**src/rtl/lsu_mem_master.sv**
```systemverilog
// Load/store initiator: converts byte/halfword/word CPU requests into
// word-wide memory transactions. Sub-word stores use read-modify-write.
// Loads are sign- or zero-extended. Bad alignment, out-of-range
// addresses and illegal sizes are reported through cpu_err.
`timescale 1ns/1ps
module lsu_mem_master #(
    parameter int ADDR_W    = 32,
    parameter int MEM_WORDS = 64
) (
    input  logic              clk,
    input  logic              rst,
    input  logic              cpu_req,
    input  logic              cpu_we,
    input  logic [1:0]        cpu_size,
    input  logic              cpu_signed,
    input  logic [ADDR_W-1:0] cpu_addr,
    input  logic [31:0]       cpu_wdata,
    output logic              cpu_ready,
    output logic              cpu_done,
    output logic              cpu_err,
    output logic [31:0]       cpu_rdata,
    output logic [ADDR_W-1:0] mem_addr,
    output logic              mem_we,
    output logic [31:0]       mem_wd,
    input  logic [31:0]       mem_rd
);

    typedef enum logic [1:0] {
        S_IDLE  = 2'd0,
        S_READ  = 2'd1,
        S_WRITE = 2'd2,
        S_RESP  = 2'd3
    } state_e;

    localparam logic [1:0]        SZ_BYTE    = 2'b00;
    localparam logic [1:0]        SZ_HALF    = 2'b01;
    localparam logic [1:0]        SZ_WORD    = 2'b10;
    localparam logic [ADDR_W-3:0] WORD_LIMIT = (ADDR_W-2)'(MEM_WORDS);

    state_e              state_q,  state_d;
    logic                we_q,     we_d;
    logic [1:0]          size_q,   size_d;
    logic                signed_q, signed_d;
    logic [ADDR_W-1:0]   addr_q,   addr_d;
    logic [31:0]         wdata_q,  wdata_d;
    logic                err_q,    err_d;
    logic [31:0]         rbuf_q,   rbuf_d;
    logic [31:0]         rdata_q,  rdata_d;

    logic                req_err;
    logic [31:0]         load_ext;
    logic [31:0]         merged;

    // Classify the incoming request: illegal size, misalignment, or beyond memory.
    always_comb begin
        req_err = 1'b0;
        if (cpu_size == 2'b11)
            req_err = 1'b1;
        else if (cpu_size == SZ_HALF && cpu_addr[0])
            req_err = 1'b1;
        else if (cpu_size == SZ_WORD && cpu_addr[1:0] != 2'b00)
            req_err = 1'b1;
        if (cpu_addr[ADDR_W-1:2] >= WORD_LIMIT)
            req_err = 1'b1;
    end

    // Extract the addressed lane from the memory word and extend it to 32 bits.
    always_comb begin
        logic [7:0]  lane_b;
        logic [15:0] lane_h;
        lane_b = mem_rd[{addr_q[1:0], 3'b000} +: 8];
        lane_h = mem_rd[{addr_q[1], 4'b0000} +: 16];
        case (size_q)
            SZ_BYTE: load_ext = {{24{signed_q & lane_b[7]}}, lane_b};
            SZ_HALF: load_ext = {{16{signed_q & lane_h[15]}}, lane_h};
            default: load_ext = mem_rd;
        endcase
    end

    // Merge store data into the buffered word, replacing only the addressed lanes.
    always_comb begin
        merged = rbuf_q;
        case (size_q)
            SZ_BYTE: merged[{addr_q[1:0], 3'b000} +: 8]  = wdata_q[7:0];
            SZ_HALF: merged[{addr_q[1], 4'b0000} +: 16]  = wdata_q[15:0];
            default: merged = wdata_q;
        endcase
    end

    // Next-state logic: accept in IDLE, read the word, optionally write it back, respond.
    always_comb begin
        // NOTE: every *_d defaults to its current value first, so no path leaves one unassigned and no latch is inferred.
        state_d  = state_q;
        we_d     = we_q;
        size_d   = size_q;
        signed_d = signed_q;
        addr_d   = addr_q;
        wdata_d  = wdata_q;
        err_d    = err_q;
        rbuf_d   = rbuf_q;
        rdata_d  = rdata_q;
        case (state_q)
            S_IDLE: begin
                if (cpu_req) begin
                    we_d     = cpu_we;
                    size_d   = cpu_size;
                    signed_d = cpu_signed;
                    addr_d   = cpu_addr;
                    wdata_d  = cpu_wdata;
                    err_d    = req_err;
                    state_d  = req_err ? S_RESP : S_READ;
                end
            end
            S_READ: begin
                rbuf_d = mem_rd;
                if (!we_q)
                    rdata_d = load_ext;
                state_d = we_q ? S_WRITE : S_RESP;
            end
            S_WRITE: state_d = S_RESP;
            default: state_d = S_IDLE;
        endcase
    end

    // State and request registers; reset abandons any transaction in flight.
    always_ff @(posedge clk or posedge rst) begin
        if (rst) begin
            // NOTE: sequential state uses non-blocking assignments so every flop samples pre-edge values.
            state_q  <= S_IDLE;
            we_q     <= 1'b0;
            size_q   <= 2'b00;
            signed_q <= 1'b0;
            addr_q   <= '0;
            wdata_q  <= '0;
            err_q    <= 1'b0;
            rbuf_q   <= '0;
            rdata_q  <= '0;
        end else begin
            state_q  <= state_d;
            we_q     <= we_d;
            size_q   <= size_d;
            signed_q <= signed_d;
            addr_q   <= addr_d;
            wdata_q  <= wdata_d;
            err_q    <= err_d;
            rbuf_q   <= rbuf_d;
            rdata_q  <= rdata_d;
        end
    end

    assign cpu_ready = (state_q == S_IDLE);
    assign cpu_done  = (state_q == S_RESP);
    assign cpu_err   = (state_q == S_RESP) && err_q;
    assign cpu_rdata = rdata_q;
    assign mem_addr  = {addr_q[ADDR_W-1:2], 2'b00};
    assign mem_we    = (state_q == S_WRITE);
    assign mem_wd    = merged;

endmodule

```
**config.mk**
```make
export PLATFORM = sky130hd
export DESIGN_NAME = lsu_mem_master
export DESIGN_NICKNAME = d
export VERILOG_FILES = /design/src/rtl/lsu_mem_master.sv
export SDC_FILE = /design/constraint.sdc
export NUM_CORES = 1
export LEC_CHECK = 0
export CORE_ASPECT_RATIO = 0.9
export CORE_MARGIN = 5
export CORE_UTILIZATION = 41
export DETAILED_ROUTE_END_ITERATION = 7
export GPL_TIMING_DRIVEN = 0
export PLACE_DENSITY = 0.68
export SLEW_MARGIN = 20
export SYNTH_ARGS = -nofsm -noshare
export SYNTH_HDL_FRONTEND = slang
export SYNTH_SLANG_ARGS = --single-unit
```
**constraint.sdc**
```tcl
create_clock -name clk -period 4.7 [get_ports clk]
set_input_delay 0.47 -clock clk [delete_from_list [all_inputs] [get_ports clk]]
set_output_delay 0.47 -clock clk [all_outputs]
set_load 0.02 [all_outputs]
```
* Yosys cells after proc, flatten, opt, wreduce, memory -nomap -nowiden
Index checks and enable logic that the tools add are counted.
W data, S select, Z words.
** Storage, ports and cells
- Output and inout port bits :: 100
- Bits in writable memories :: 0
- Bits in latches :: 0
- Bits in read-only memories :: 0
- Register bits after elaboration :: 135
- Memories :: 0
- Input port bits :: 103
- Logic and storage cells :: 49
** Operators by class
- Mux-type cells :: 12
- Bitwise operators :: 3
- Shift-type cells :: 6
- Reductions and logical operators :: 8
- Multiply operators :: 0
- Add/sub/neg operators :: 2
- Divide/modulo/power cells :: 0
- Equal/unequal tests :: 8
- Magnitude comparators :: 1
** Operator list (count)
- $pmux W32 S2 :: 2
- $bwmux W32 :: 2
- $shift A16 B7 Y32 const A :: 1
- $shift A8 B7 Y32 const A :: 1
- $shiftx A16 B7 Y32 :: 1
- $shiftx A32 B6 Y16 :: 1
- $shiftx A32 B6 Y8 :: 1
- $shiftx A8 B7 Y32 :: 1
- $ge A30 B7 Y1 const B :: 1
- $neg A5 Y7 :: 2
- $eq A2 B2 Y1 const B :: 4
- $eq A2 B1 Y1 const B :: 3
- $pmux W2 S3 :: 1
- $mux W1 :: 5
- $logic_not A2 Y1 :: 2
- $mux W2 :: 2
- $reduce_and A2 Y1 :: 2
- $logic_and A1 B1 Y1 :: 3
- $and A1 B1 Y1 :: 2
- $ne A2 B2 Y1 const B :: 1
- $reduce_bool A2 Y1 :: 1
- $not A1 Y1 :: 1

* Depth between registers and ports, before layout
Gate-level depths: netlist of the first run.
- Word-level depth :: 9
- Mapped depth :: 9
- Mapped depth without buffers :: 6

* Worst setup path before layout of the first run
OpenSTA, ideal clock, no wires.
- Kind :: register -> output
- From :: register addr_q[1]
- To :: output port mem_wd[16]
- Data arrival time :: 2143 ps
- Setup slack :: 2087 ps
- Stages on the path, launching flop included :: 9
- Data required time :: 4230 ps
- Path buffers :: 2
- Cells stage by stage :: dfrtp_1 buf_2 buf_4 inv_1 ha_1 nand2b_1 nor3b_2 a21oi_1 o221ai_1
** On the way
- Word-level cells in the longest chain between the ends :: 4
- Elaborated cells on any way between the ends :: 9
- Classes of those cells :: 2 x add/sub; 4 x shift; 3 x mux
** RTL lines
- start, declared :: line 44 : logic [ADDR_W-1:0] addr_q, addr_d;
- start signal, assigned :: line 143 : addr_q <= addr_d;
- $neg A5 Y7, on equally long branches :: line 85, 84
- $shiftx A16 B7 Y32, or another cell as far along :: line 85 : SZ_HALF: merged[{addr_q[1], 4'b0000} +: 16] = wdata_q[15:0];
- $bwmux W32, on equally long branches :: line 85, 84
- $pmux W32 S2 * :: line 83 : case (size_q)
- end, declared :: line 24 : output logic [31:0] mem_wd,
Every way passes the cells marked *; elsewhere a longest branch is shown, timed or not.

* Worst setup path after layout of the first run
- From :: register addr_q[1]
- To :: output port mem_wd[17]
Same word-level chain as after synthesis.

==> results of run 1 <==
[cell type report]
class,count,area [µm²],area share (%)
Timing Repair Buffer,201,2030,20.7
Tap cell,211,264,2.69
Clock inverter,8,71.3,0.727
Sequential cell,135,3380,34.4
Inverter,9,41.3,0.421
Buffer,70,422,4.30
Clock buffer,24,492,5.01
Multi-Input combinational cell,407,3120,31.7
[per-layer routing]
metal,wire [µm],vias to the layer above
li1,-,2645
met1,9120,2806
met2,10400,239
met3,1860,31
met4,443,0
met5,0,-
[worst max path at each step]
stage                    from           to  slack [ns]  cells after the start
global route        addr_q[1]   mem_wd[17]        0.54                      9
floorplan                 rst    addr_q[0]        0.62                      1
finish              addr_q[1]   mem_wd[17]        0.71                      9
detailed placement  addr_q[1]   mem_wd[17]        1.20                      9
CTS                 addr_q[1]   mem_wd[17]        0.75                      9
global placement          rst  wdata_q[22]       -1.21                      2
[registers in the layout, indices dropped and copies added (netlist names)]
signal     flops
rbuf_q        32
we_q           1
wdata_q       32
err_q          1
cpu_rdata     32
addr_q        32
state_q        2
size_q         2
signed_q       1
[cell usage in the layout, fill, tap and decap left out, types with 17 or more instances in the layout]
cell type / count
nand2_1: 71
clkbuf_16: 17
mux2i_1: 18
nor2b_1: 19
clkdlybuf4s50_1: 200
clkbuf_1: 17
buf_4: 34
buf_2: 19
a21oi_1: 31
nand3_1: 28
mux2_2: 107
dfrtp_1: 135
[power groups by stage]
stage / Combinational [mW] / Sequential, mW / Clock (mW)
after global placement: 4.38 / 2.20 / 0
after detailed placement: 4.45 / 2.23 / 0
after CTS: 4.48 / 2.22 / 1.29
after floorplan: 2.64 / 2.21 / 0
final: 4.46 / 2.23 / 1.27
after global routing: 4.76 / 2.30 / 1.34
[cells by family after synthesis]
logic type	Yosys count
mux	125
fa+ha+maj	9
simple gates	168
buf+inv	79
other cells	1
compound gates	103
flops	135
[critical path: cells and delay by family (launching register included)]
kind	cells	cell delay, ns
buf+inv	4	1.23
compound gates	2	0.45
simple gates	2	0.63
fa+ha+maj	1	0.38
flops	1	0.40
[stage by stage]
step                cell area (µm²)  setup TNS [ns]
floorplan                      6950               0
global placement               9220         -162.61
detailed placement             9250               0
CTS                            9810               0
global route                   9810               0
finish                         9810               0
==> key figures, run 1 <==
Synthesis
  • Multiplexer share of the synthesized area: 19.9%
  • Warning count from the yosys run: 0
  • Synth cell types: 46
  • Synthesized-area fraction occupied by ao, oa, aoi and oai cells: 10.7%
  • Most numerous cell types in the synthesized netlist: dfrtp_1 (135), mux2_2 (107), nand2_1 (71)
  • Proportion of netlist area held by the largest area contributor: 48.6%
  • Xor/xnor cell area share of the yosys netlist: 0%
  • Synthesized flop and latch total: around 140
  • Post-Synthesis Mean Instance Area: 11.2 µm²
  • Library cell with the highest instance count after synthesis: dfrtp_1
  • Number of synthesized flops with an enable pin: 0
  • Post-synthesis cell area: between 6000 and 7000 µm²
  • Part of the Yosys area used for sequential elements: 48.6%
  • Simple-gate share of the synthesized area: about an eighth
  • Cell taking the most area after synthesis: dfrtp_1
  • Adder-cell share of the synthesized area: 1.62%
  • Most common flop cell mapped by yosys: dfrtp_1
  • Dominant combinational cell family by area after synthesis: multiplexers
  • Top area cells in the synthesized netlist: dfrtp_1 (49%), mux2_2 (17%), nand2_1 (3.8%), buf_4 (3.7%), mux2i_1 (2.6%)
  • Gate count of the mapped netlist: 620
  • Fraction of registers with async set/reset: 100%

Power
  • Switching share of total power: 40.1%
  • VDD IR-drop max: roughly 0.41 mV
  • P_sw: ~3.2 mW
  • Clock network fraction of total power: between 15 and 20%
  • Power per cell area: 810 nW/µm²
  • Total design power: 7.95 mW
  • Share of power burned in registers: roughly 28%
  • Proportion of power drawn by combinational gates: ~56%
  • Internal power component: approximately 4.8 mW
  • Reported leakage power: 4.15 nW

Timing
  • Share of the cycle needed by the critical path after routing: 84.8%
  • Maximum clock skew at final layout: 0.00596 ns
  • Final hold viol count: 0
  • Final setup fails: 0
  • Worst max-slew margin expressed relative to the limit: 53.0%
  • Final period demand of the worst path: 3.99 ns
  • Max-slew violation count: 0
  • RSZ-0062 raised after global routing: false
  • Final hold slack: 0.460 ns
  • Slew at the pin closest to its max-slew limit: 0.706 ns
  • Final worst-path setup slack: approximately 0.71 ns
  • Maximum clock frequency: 251 MHz

Cells and area
  • Filler cell count in the final layout: 1384
  • Non-filler instance count after layout: 1065
  • Nets@finish: ~950
  • Share of layout cells above drive strength 1: 24.8%
  • Area growth from synthesis to layout: 41.3%
  • Antenna cells: 0
  • Core Util, Final: around three fifths

GRT
  • Maximum number of pins on one net before global-route repair: 82
  • Gr ovfl total: 0
  • First-pass GRT wire length: around 34 mm
  • GRT Resource Usage Total: 22.5%
  • Number of antenna violations at the first check in global routing: 0
  • Met2 track demand over resource: 36.5%
  • Met3 Usage GRT: 6.90%
  • Most crowded layer after global routing: met2
  • Number of global-route vias before repair: just over 6k
  • Met1 track demand over resource in global routing: 28.8%

Detailed routing
  • Avg Vias per Cell: 5.37
  • Number of iterations in the first detailed-routing pass: 5
  • Final antenna-violating net count: 0
  • Via count of the routed design: 5721
  • Iteration-0 DRC count of the detailed router: 359
  • Aggregate routed wire length: around 22 mm
  • Remaining routing DRC violations: 0
  • Routed WL per cell: 20.5 µm

Floorplan
  • Effective utilization at floorplan: 41.4%
  • Die Ht: 133 µm
  • Number of rows in the core area: 45
  • Overall die area: 19600 µm²
  • Top-level port count: approximately 200
  • Core ar.: 16800 µm²
  • Die width: ~150 µm

Place
  • Total placed cells including tap cells: 1033
  • Count of buffers from port buffering: 200
  • Minimum setup slack after placement: 1.20 ns
  • Final weighted congestion of routability-driven global placement: 0.858
  • DPL Wire Length: about 17 mm

Clock network
  • Clock root cell: clkbuf_16
  • Number of buffers inserted to repair setup after CTS: 0
  • Clock slew at the register clock pins of the worst setup and hold paths: 0.06 ns
  • H-tree Lvls: 4
  • Worst skew pair latency: 0.42 ns
  • Count of clock tree sinks: approximately 140
  • Hold buffer count at CTS: 0
  • Clock tree from TritonCTS: built
  • Buffers from clock root to sink, at most: 2
  • CTS buffer count: 17
  • Quantity of gates resized following cts: 0

Critical path
  • Setup crit start kind: register
  • Largest stage delay on the critical path: 0.67 ns
  • Critical path class: reg -> out
  • Arrival time at the worst endpoint: 3.52 ns
  • Cell-by-cell trace of the critical path: buf_2 -> buf_4 -> inv_1 -> ha_1 -> nand2b_1 -> nor3b_2 -> a21oi_1 -> o221ai_1 -> clkdlybuf4s50_1
  • Critical Path End Type: output pin
  • Worst R2R Path Depth: 9
  • Required time of the critical path: 4.23 ns
  • Largest fanout on the critical path: 10
  • Terminus of the critical flop-to-flop path: cpu_rdata[14]
  • Worst R2R Start: state_q[1]
  • Setup slack, reg-to-reg: about 2.6 ns
  • Crit-path slowest cell: clkdlybuf4s50_1

Worst hold path
  • Kind of path behind the tightest hold check: in -> async

Status
  • Status: finished clean

Flow run
  • Max-capacitance violation count: 0
Power figures use the tool's default switching activity.
==> inputs of run 2 (changes only) <==
- PLACE_DENSITY: 0.68 -> 0.71
- clock period: 4.7 -> 3.5 ns (I/O delays scaled with it)
==> key figures, run 2 (synthesized netlist as in run 1, its figures left out) <==
Timing
  • Final hold viol count: 0 (unchanged)
  • Maximum clock frequency: between 200 and 300 MHz
  • Final period demand of the worst path: roughly 3.4 ns
  • Share of the cycle needed by the critical path after routing: 96.0%
  • Maximum clock skew at final layout: 0.00745 ns (+0.00149 ns)
  • RSZ-0062 raised after global routing: false
  • Slew at the pin closest to its max-slew limit: 0.733 ns (+0.0278 ns)
  • Worst max-slew margin expressed relative to the limit: 51.1% (-1.9 points)
  • Final setup fails: 0 (unchanged)
  • Final hold slack: 0.280 ns (-0.180 ns)
  • Max-slew violation count: 0 (unchanged)
  • Final sum of negative setup slack: 0 ns (unchanged)

Place
  • Final weighted congestion of routability-driven global placement: 0.836 (-2.5%)
  • DPL Wire Length: 16.9 mm (+2.5%)
  • Count of buffers from port buffering: 200 (unchanged)
  • Total placed cells including tap cells: 1036 (+0.29%)

Cells and area
  • Antenna cells: 0 (unchanged)
  • Nets@finish: 960 (+0.73%)
  • Non-filler instance count after layout: 1072 (+0.66%)
  • Share of layout cells above drive strength 1: 25.7% (+0.84 points)
  • Area growth from synthesis to layout: 43.3%
  • Commonest cells after routing, fill and taps aside: clkdlybuf4s50_1 (175), dfrtp_1 (135), mux2_2 (107)
  • Leading cell type in the layout, fill and taps excluded: clkdlybuf4s50_1
  • Filler cell count in the final layout: 1419 (+2.5%)

Critical path
  • Required time of the critical path: 3.15 ns (-1.08 ns)
  • Largest stage delay on the critical path: 0.60 ns (-0.07 ns)
  • Critical Path End Type: output pin
  • Crit-path slowest cell: clkdlybuf4s50_1
  • Worst R2R Path Depth: 9 (unchanged)
  • Worst R2R Start: state_q[1]
  • Terminus of the critical flop-to-flop path: cpu_rdata[10]
  • Cell-by-cell trace of the critical path: clkbuf_4 -> buf_4 -> inv_1 -> ha_1 -> nor3b_1 -> a31o_2 -> a22o_1 -> clkdlybuf4s50_1
  • Setup slack, reg-to-reg: 1.39 ns (-1.20 ns)
  • Largest fanout on the critical path: 10 (unchanged)
  • Setup crit start kind: register
  • Arrival time at the worst endpoint: 3.01 ns (-0.51 ns)
  • Critical path class: reg -> out

Floorplan
  • Overall die area: 19600 µm² (unchanged)
  • Number of rows in the core area: 45 (unchanged)
  • Die width: 147 µm (unchanged)
  • Core ar.: 16800 µm² (unchanged)
  • Die Ht: 133 µm (unchanged)
  • Effective utilization at floorplan: 41.4% (unchanged)
  • Top-level port count: 203 (unchanged)

Worst hold path
  • Kind of path behind the tightest hold check: in -> async

Clock network
  • H-tree Lvls: 4 (unchanged)
  • Clock tree from TritonCTS: built
  • CTS buffer count: 17 (unchanged)
  • Buffers from clock root to sink, at most: 2 (unchanged)
  • Clock slew at the register clock pins of the worst setup and hold paths: 0.06 ns (about the same)
  • Clock root cell: clkbuf_16
  • Count of clock tree sinks: 135 (unchanged)
  • Worst skew pair latency: 0.42 ns (about the same)
  • Hold buffer count at CTS: 0 (unchanged)

Detailed routing
  • Via count of the routed design: 5814 (+1.6%)
  • Final antenna-violating net count: 0 (unchanged)
  • Routed WL per cell: 21.1 µm (+2.9%)
  • Remaining routing DRC violations: 0 (unchanged)
  • Number of iterations in the first detailed-routing pass: 5 (unchanged)
  • Avg Vias per Cell: 5.42 (+0.96%)
  • Aggregate routed wire length: 22.6 mm (+3.6%)
  • Iteration-0 DRC count of the detailed router: 343 (-4.5%)

Power
  • Switching share of total power: 40.4% (+0.27 points)
  • Reported leakage power: 4.29 nW (+3.2%)
  • Clock network fraction of total power: 18.0% (+2.1 points)
  • Internal power component: 6.44 mW (+35%)
  • P_sw: 4.36 mW (+37%)
  • VDD IR-drop max: 0.544 mV (+32%)
  • Proportion of power drawn by combinational gates: 54.3% (-1.8 points)
  • Share of power burned in registers: 27.7% (-0.3 points)
  • Power per cell area: 1080 nW/µm² (+34%)

Status
  • Status: finished clean

GRT
  • Number of antenna violations at the first check in global routing: 0 (unchanged)
  • Maximum number of pins on one net before global-route repair: 34 (-59%)
  • Gr ovfl total: 0 (unchanged)
  • GRT Resource Usage Total: 23.1% (+0.67 points)
  • Number of global-route vias before repair: 6234 (+0.82%)
  • First-pass GRT wire length: 35.1 mm (+2.4%)

Flow run
  • Max-capacitance violation count: 0 (unchanged)
## run 2: changes by cell type in the layout (fill, tap and decap cells not counted), moves of 2 or more
cell	change
clkdlybuf4s50_1	-25
dlygate4sd2_1	+22
buf_12	+4
buf_4	+4
bufinv_16	+3
clkinv_2	-3
clkbuf_1	-2
clkdlybuf4s15_1	+2
clkinv_4	+2
clkinvlp_4	+2
## run 2: layout make-up
cell class              instances  area (µm²)  area share (%)
plain buffers                  70         424            4.26
flip-flops and latches        135        3380            33.9
well taps                     211         264            2.65
repair buffers                208        2090            21.0
multi-input cells             407        3120            31.4
inverters                       9        37.5           0.377
clock inverters                11         171            1.72
clock buffers                  21         470            4.73
## run 2: worst max-delay path, delay by kind of cell (launching register included)
family                     cells  cell delay, ns
and+or+nand+nor                1            0.22
DFF                            1            0.40
buffers and inverters          4            1.13
AOI/OAI and AO/OA              2            0.47
adders and majority gates      1            0.36
## run 2: per-layer routing
metal	vias up	global-route usage [%]	wire length, µm
li1	2652	-	-
met1	2875	29.3	9370
met2	255	37.3	10600
met3	32	8.27	2090
met4	0	7.14	496
met5	-	0	0
## run 2: repair_timing
action,4_1_cts,5_1_grt
pin swaps,3,1
endpoints found under the setup margin,24,7
buffers inserted,4,0
gates resized for setup,25,4
## run 2: worst max path at each step
stage                             to  slack [ns]  cells past startpoint       from
after floorplan           mem_wd[16]        1.01                      8  addr_q[1]
after global placement    mem_wd[20]        0.19                      9  addr_q[1]
after detailed placement  mem_wd[17]        0.12                      9  addr_q[1]
after CTS                  mem_wd[7]        0.09                      8  addr_q[1]
after global routing      mem_wd[14]       0.009                     10  addr_q[1]
final                      mem_wd[0]        0.14                      8  addr_q[1]
## run 2: metrics by stage
| step | total power, mW | utilization [%] | setup WS, ns | instance area, µm² |
|---|---|---|---|---|
| global placement | 8.84 | 54.9 | 0.188 | 9220 |
| floorplan | 6.52 | - | 1.01 | 6950 |
| finish | 10.8 | 59.3 | 0.140 | 9950 |
| global route | 11.4 | 59.3 | 0.00865 | 9950 |
| CTS | 10.8 | 59.3 | 0.0921 | 9950 |
| detailed placement | 9.01 | 55.4 | 0.122 | 9300 |
## run 2: power groups by stage
stage	clock network, mW	logic [mW]	registers [mW]
final	1.94	5.86	2.99
after global routing	2.03	6.29	3.08
after CTS	1.97	5.89	2.98
after detailed placement	0	6.02	2.99
after global placement	0	5.90	2.94
after floorplan	0	3.55	2.97
==> inputs of run 3 (changes only) <==
- SLEW_MARGIN: 20 -> 10
==> key figures, run 3 (synthesized netlist as in run 1, its figures left out) <==
Cells and area
  • Post-route design area: 9840 µm² (-1.2%)
  • Area growth from synthesis to layout: 41.6%
  • Commonest cells after routing, fill and taps aside: clkdlybuf4s50_1 (175), dfrtp_1 (135), mux2_2 (107)
  • Core Util, Final: 58.6% (-0.70 points)
  • Leading cell type in the layout, fill and taps excluded: clkdlybuf4s50_1
  • Antenna cells: 0 (unchanged)
  • Share of layout cells above drive strength 1: 25.2% (-0.49 points)
  • Nets@finish: 958 (-0.21%)
  • Filler cell count in the final layout: 1418 (-0.070%)

GRT
  • Number of global-route vias before repair: 6245 (+0.18%)
  • GRT Resource Usage Total: 22.9% (-0.20 points)
  • Maximum number of pins on one net before global-route repair: 39 (+15%)
  • Gr ovfl total: 0 (unchanged)
  • First-pass GRT wire length: 34.9 mm (-0.71%)
  • Number of antenna violations at the first check in global routing: 0 (unchanged)

Timing
  • Final sum of negative setup slack: 0 ns (unchanged)
  • Share of the cycle needed by the critical path after routing: 96.0% (about the same)
  • Maximum clock skew at final layout: 0.00594 ns (-0.00151 ns)
  • Final hold slack: 0.417 ns (+0.137 ns)
  • Final setup fails: 0 (unchanged)
  • Maximum clock frequency: 297 MHz (about the same)
  • Worst max-slew margin expressed relative to the limit: 46.9% (-4.2 points)
  • Final hold viol count: 0 (unchanged)
  • Max-slew violation count: 0 (unchanged)
  • Final period demand of the worst path: 3.36 ns (+0.00184 ns)
  • RSZ-0062 raised after global routing: false
  • Slew at the pin closest to its max-slew limit: 0.795 ns (+0.0620 ns)

Place
  • Count of buffers from port buffering: 200 (unchanged)
  • DPL Wire Length: 16.8 mm (-0.53%)
  • Final weighted congestion of routability-driven global placement: 0.836 (unchanged)
  • Area after detailed placement: 9280 µm² (-0.22%)

Power
  • Switching share of total power: 41.0% (+0.60 points)
  • Proportion of power drawn by combinational gates: 55.6% (+1.3 points)
  • P_sw: 4.31 mW (-1.1%)
  • Total design power: 10.5 mW (-2.5%)
  • Power per cell area: 1070 nW/µm² (-1.4%)
  • Reported leakage power: 4.24 nW (-1.1%)
  • VDD IR-drop max: 0.564 mV (+3.7%)
  • Clock network fraction of total power: 16.0% (-2.0 points)
  • Internal power component: 6.21 mW (-3.5%)
  • Share of power burned in registers: 28.3% (+0.6 points)

Clock network
  • Clock slew at the register clock pins of the worst setup and hold paths: 0.06 ns (about the same)
  • Buffers from clock root to sink, at most: 2 (unchanged)
  • H-tree Lvls: 4 (unchanged)
  • Count of clock tree sinks: 135 (unchanged)
  • Clock tree from TritonCTS: built
  • Clock root cell: clkbuf_16
  • CTS buffer count: 17 (unchanged)
  • Worst skew pair latency: 0.42 ns (about the same)

Floorplan
  • Die Ht: 133 µm (unchanged)
  • Top-level port count: 203 (unchanged)
  • Effective utilization at floorplan: 41.4% (unchanged)
  • Number of rows in the core area: 45 (unchanged)
  • Overall die area: 19600 µm² (unchanged)
  • Die width: 147 µm (unchanged)
  • Core ar.: 16800 µm² (unchanged)

Critical path
  • Arrival time at the worst endpoint: 3.01 ns (about the same)
  • Critical Path End Type: output pin
  • Worst R2R Path Depth: 9 (unchanged)
  • Critical path class: reg -> out
  • Largest fanout on the critical path: 10 (unchanged)
  • Required time of the critical path: 3.15 ns (about the same)
  • Setup crit start kind: register

Status
  • Status: finished clean

Flow run
  • Max-capacitance violation count: 0 (unchanged)

Detailed routing
  • Aggregate routed wire length: 22.3 mm (-1.3%)
  • Iteration-0 DRC count of the detailed router: 369 (+7.6%)
  • Via count of the routed design: 5863 (+0.84%)
  • Remaining routing DRC violations: 0 (unchanged)
  • Number of iterations in the first detailed-routing pass: 5 (unchanged)
  • Final antenna-violating net count: 0 (unchanged)
  • Routed WL per cell: 20.8 µm (-0.99%)
  • Avg Vias per Cell: 5.48 (+1.1%)

Worst hold path
  • Kind of path behind the tightest hold check: in -> async
==> run 3: changes by cell type in the layout (fill, tap and decap cells not counted), sizes merged <==
cell | previous run | this run
clkdlybuf4s15 | 2 | 1
bufinv | 4 | 1
clkbuf | 36 | 37
buf | 63 | 62
dlymetal6s2s | 1 | 2
==> run 3: power by group through the flow <==
stage	registers (mW)	clock network, mW	logic, mW
floorplan	2.97	0	3.55
global placement	2.94	0	5.90
detailed placement	2.99	0	6.02
CTS	2.97	1.71	5.89
global route	3.07	1.78	6.29
finish	2.98	1.69	5.85
==> run 3: routing by layer <==
metal  track usage [%]  share of wire, %
met4              6.88               2.3
met5                 0                 0
met1              29.2                42
met2              37.2                47
met3              7.82               9.1
==> run 3: layout make-up <==
class,instances,area [µm²],share of cell area [%]
inverter,9,37.5,0.382
sequential,135,3380,34.3
buffer,70,422,4.29
clock buffer,23,478,4.86
timing repair buffer,206,2060,21.0
clock inverter,8,73.8,0.750
multi-input combinational,407,3120,31.7
tap,211,264,2.68
==> run 3: repair_timing <==
item,4_1_cts,5_1_grt
setup endpoints to repair,24,3
pin swaps,3,0
buffers inserted,3,0
hold buffers,0,0
resized for setup,24,3
==> run 3: final timing paths <==
kind	from	end	slack [ns]
max	addr_q[1]	mem_wd[0]	0.14
max in group asynchronous	rst	wdata_q[5]	2.21
min	rst	addr_q[9]	0.42
min reg2reg	err_q	err_q	0.48
min in group clk	err_q	err_q	0.48
max reg2reg	state_q[1]	cpu_rdata[12]	1.37
==> run 3: stage by stage <==
stage                     worst slack, ns  instances
after floorplan                      1.01        621
after global placement              0.188       1032
after detailed placement            0.119       1035
after CTS                         0.00218       1069
after global routing               0.0231       1069
final                               0.138       1069
==> run 3: critical path: stages (launching register included) <==
cell,delay [ns]
dfrtp_1,0.39
buf_2,0.23
buf_4,0.22
inv_1,0.11
ha_1,0.36
nor3b_1,0.20
a31o_2,0.30
a22o_1,0.17
clkdlybuf4s50_1,0.60
==> RTL change 1 (config.mk and constraints of run 1) <==
Change the parameter `ADDR_W` from 32 to 40.
--- a/src/rtl/lsu_mem_master.sv
+++ b/src/rtl/lsu_mem_master.sv
@@ -5,5 +5,5 @@
 `timescale 1ns/1ps
 module lsu_mem_master #(
-    parameter int ADDR_W    = 32,
+    parameter int ADDR_W    = 40,
     parameter int MEM_WORDS = 64
 ) (
Ports: changed (resized cpu_addr and mem_addr); port bits go from 203 to 219. The function was not compared with the original's and may differ.
==> RTL change 1 against run 1 <==
- critical path depth fell by 1
- final area rose by 6.6%
- routed wire length rose by 8.2%
- synthesized area rose by 5.4%
- power rose by 9.9%
- hold slack got worse by 0.038 ns
- die area rose by 5.0%
- clock power rose by 16%
- worst setup slack improved by 0.26 ns
- sequential cell count rose by 8
- maximum frequency rose by 6.8%
- sequential power rose by 7%
- register-to-register slack barely moved
- critical path type unchanged
- critical endpoint is now mem_wd[16]
- largest power group unchanged
==> RTL change 1: results (changes against run 1) <==
total wire length 23,600 µm (+8.2%); routability cong. 0.857 (-0.10%); dpl hpwl 18,000 µm (+9.2%); largest reg by FF count addr_q; first-pass GRT wire length 36,200 µm (+5.6%); crit path from addr_q[0]; status finished clean; wl on met1 9640 µm (+5.7%); Worst-Margin Slew 0.741 ns (+0.0354 ns); VDD IR max 526 µV (+28%); CP arrival 3.26 ns (-0.26 ns); Critical Path Fanout Max 9 (-1); part of the Yosys area used for sequential elements 48.9% (+0.27 points); Logic pwr share 56.0% (about the same); Clock net power 1.47 mW (+16%); synth cell count leaders dfrtp_1 (143), mux2_2 (115), buf_4 (44); vias in the first global route 6,383 (+3.2%); reg2reg end addr_q[5]; cell area after placement 9820 µm² (+6.1%); DP Worst Slack 1.45 ns (+0.241 ns); DR WL met3 2460 µm (+33%); Via Count 5,930 (+3.7%); internal power 5.28 mW (+11%); GR Util met1 28.6% (-0.18 points); # Post-CTS Setup Buffers 0 (unchanged); GR Util met3 9.77% (+2.9 points); nets 961 (+0.84%); FF-to-FF setup slack 2.58 ns (about the same); Reg2Reg Depth 6 (-3); WHS 0.422 ns (-0.0379 ns); R2R Path Start state_q[0]; Yosys cell types 49 (+6.5%); Initial Util 41.7% (+0.29 points); Inst Count DP 1,062 (+2.8%); switching share of total power 39.6% (-0.53 points); CP max stage cell nor4b_4; Critical Path Sink mem_wd[16]; Layout fillers 1,411 (+2.0%); peak per-stage delay on the critical path 0.62 ns (-0.05 ns); fraction of layout cells with a size suffix above 1 27.0% (+2.2 points); grt met2 use 37.1% (+0.58 points); DR iter-0 viols 341 (-5.0%); wire length on met2 10,800 µm (+4.6%); Via density 5.42 (+0.91%); antenna violations before repair 2 (+2); largest cells by area after synthesis dfrtp_1 (49%), mux2_2 (18%), buf_4 (4.5%)
## RTL change 1: cell count changes after synthesis, sizes merged, moves of 9 or more
cell,run 1,this run
o221ai,16,0
nor2,6,18
a21oi,33,42
a221o,0,24
and2,1,11
nand2,71,33
a22o,8,25
nor3,10,1
nand2b,13,3
nor2b,19,4
nand3,28,0
## RTL change 1: area by class of cell
cell class              instances  area (µm²)  share of cell area, %
repair buffers                217        2190                   20.9
well taps                     240         300                   2.87
clock inverters                13         186                   1.78
multi-input cells             374        3210                   30.7
inverters                      11        48.8                  0.467
flip-flops and latches        143        3580                   34.2
plain buffers                  77         490                   4.69
clock buffers                  19         453                   4.33
## RTL change 1: logic make-up after synthesis
kind of cell / count (synthesis) / share of synthesized area [%]
mux: 135 / 20.8
buf+inv: 88 / 7.27
fa+ha+maj: 9 / 1.54
simple gates: 95 / 7.27
flops: 143 / 48.9
compound gates: 133 / 14.2
other cells: 1 / 0.0513
==> RTL change 2 (config.mk and constraints of run 1) <==
Made on the original files. Make the reset (`rst`) synchronous in one clocked block.
--- a/src/rtl/lsu_mem_master.sv
+++ b/src/rtl/lsu_mem_master.sv
@@ -124,5 +124,5 @@
 
     // State and request registers; reset abandons any transaction in flight.
-    always_ff @(posedge clk or posedge rst) begin
+    always_ff @(posedge clk) begin
         if (rst) begin
             // NOTE: sequential state uses non-blocking assignments so every flop samples pre-edge values.
Function: differs if rst is asserted again (counterexample within 4 cycles, from zero or initial values and one cycle with rst high); with rst held inactive, the same outputs for 4 cycles.
==> RTL change 2 against run 1 <==
- worst setup slack gained 0.36 ns
- sequential share of layout area decreased by 5.0 points
- final cell count rose by 12%
- via count rose by 10%
- non-clock buffer count rose by 15
- sequential cell count stayed put
- final area decreased by 6.6%
- synthesized area fell by 8.6%
- routed wire length grew 1.5%
- critical endpoint is now mem_wd[16]
Power is not compared: it rests on default switching activity, and its combinational part moved more than twofold at a synthesized area within 25%.
==> RTL change 2: results (changes against run 1) <==
status finished clean; Clk Latency, worst-skew pair 0.42 ns (about the same); R2R Path Start state_q[0]; type of the worst min-delay path register to register; top_reg_cell synth dfxtp_1; wire length on met2 10,000 µm (-3.4%); Layout fillers 1,422 (+2.7%); total wire length 22,100 µm (+1.5%); first-pass GRT wire length 33,800 µm (-1.4%); XOR/XNOR share of the synthesized area 0% (unchanged); IO Port Bufs 199 (-0.50%); dpl hpwl 17,000 µm (+3.0%); Reg clk slew, reported paths 0.06 ns (about the same); multiplexer area fraction after synthesis 8.08% (-12 points); CTS HTree Levels 4 (unchanged); Final Skew 0.00711 ns (+0.00116 ns); Via density 5.28 (-1.8%); fraction of layout cells with a size suffix above 1 10.5% (-14 points); Critical Path Fanout Max 9 (-1); ys async rst share 0% (-100 points); CP max stage cell clkdlybuf4s50_1; routability cong. 0.897 (+4.5%); largest cells by area after synthesis dfxtp_1 (43%), nand2_1 (11%), mux2i_1 (6.6%); peak per-stage delay on the critical path 0.65 ns (-0.02 ns); nets 1,096 (+15%); worst rel slew slack 46.3% (-6.7 points); CTS buffer count 17 (unchanged); main combinational cell family by area after synthesis compound AO/OA/AOI/OAI gates; # Post-CTS Setup Buffers 0 (unchanged); synth cell count leaders nand2_1 (187), dfxtp_1 (135), a21oi_1 (81); DP Worst Slack 1.55 ns (+0.345 ns); FF-to-FF setup slack 2.62 ns (+0.03 ns); reg2reg end addr_q[24]; Tot GR Track Use 24.1% (+1.7 points); wl on met1 9780 µm (+7.2%); DR iter-0 viols 565 (+57%); Leak 3.31 nW; part of the Yosys area used for sequential elements 42.6% (-6.1 points); CP arrival 3.16 ns (-0.36 ns); Yosys cell types 48 (+4.3%); Clock Tree Root clkbuf_16; VDD IR max between 300 and 400 µV; largest net degree at the start of global routing 17 (-79%); DR WL met3 1840 µm (-1.1%); Worst Hold Depth 2; Reg2Reg Depth 7 (-2); Adder-Cell Fraction of Synth Area 1.77% (+0.15 points); vias in the first global route 6,138 (-0.73%); hold worst-path end addr_q[3]; switching share of total power 36.6%; drt first pass iters 7 (+2); Synth Area in Compound Gates 21.2% (+11 points)
RTL change 2: cell types whose count changed in the layout (fill, tap and decap cells not counted), sizes merged, moves of 49 or more:
cell and change:
nand2 +116, mux2 -100, a21oi +49, dfxtp +135, nor2 +64, dfrtp -135
RTL change 2: through the flow:
step / area [µm²] / cells / utilization, % / power, mW / hold WS [ns]
after CTS: 9170 / 1196 / 59.8 / 4.94 / 0.454
after global placement: 8600 / 1167 / 56.1 / 3.62 / 0.444
final: 9170 / 1196 / 59.8 / 4.92 / 0.452
after detailed placement: 8600 / 1167 / 56.1 / 3.63 / 0.447
after floorplan: 6350 / 766 / - / 2.81 / 0.436
after global routing: 9170 / 1196 / 59.8 / 5.19 / 0.479
RTL change 2: worst max-delay path by stage:
stage | start | to | slack [ns] | cells after the start
after floorplan | addr_q[0] | mem_wd[16] | 2.27 | 6
after global placement | addr_q[0] | mem_wd[17] | 1.53 | 7
after detailed placement | addr_q[0] | mem_wd[17] | 1.55 | 7
after CTS | addr_q[0] | mem_wd[17] | 1.07 | 7
after global routing | addr_q[0] | mem_wd[16] | 0.88 | 7
final | addr_q[0] | mem_wd[16] | 1.07 | 7
RTL change 2: logic make-up (layout without fill, tap and decap cells):
kind of cell / count (synthesis) / in the layout
compound gates: 191 / 191
fa+ha+maj: 9 / 9
buf+inv: 96 / 324
flops: 135 / 135
mux: 50 / 50
other cells: 1 / 2
simple gates: 283 / 283
RTL change 2: critical path, delay by kind of cell, from the launching register on:
family / cells / cell delay [ns]
simple gates: 1 / 0.15
flops: 1 / 0.52
fa+ha+maj: 1 / 0.43
buf+inv: 2 / 0.85
compound gates: 3 / 0.79
RTL change 2: power groups by stage:
| stage | Sequential, mW | Combinational [mW] | Clock, mW |
|---|---|---|---|
| detailed placement | 1.60 | 2.04 | 0 |
| CTS | 1.57 | 2.05 | 1.31 |
| global route | 1.60 | 2.22 | 1.36 |
| finish | 1.58 | 2.05 | 1.29 |
| global placement | 1.59 | 2.03 | 0 |
| floorplan | 1.65 | 1.17 | 0 |
RTL change 2: area by class of cell:
type,instances,area share (%)
Clock buffer,21,5.13
Inverter,9,0.368
Buffer,87,5.23
Tap cell,202,2.76
Timing Repair Buffer,199,21.7
Sequential cell,135,29.5
Multi-Input combinational cell,535,34.2
Clock inverter,8,1.09
RTL change 2: metal layers:
layer	up-vias	GRT usage (%)
li1	3076	-
met1	2910	32.9
met2	280	37.8
met3	45	5.78
met4	0	7.64
met5	-	0
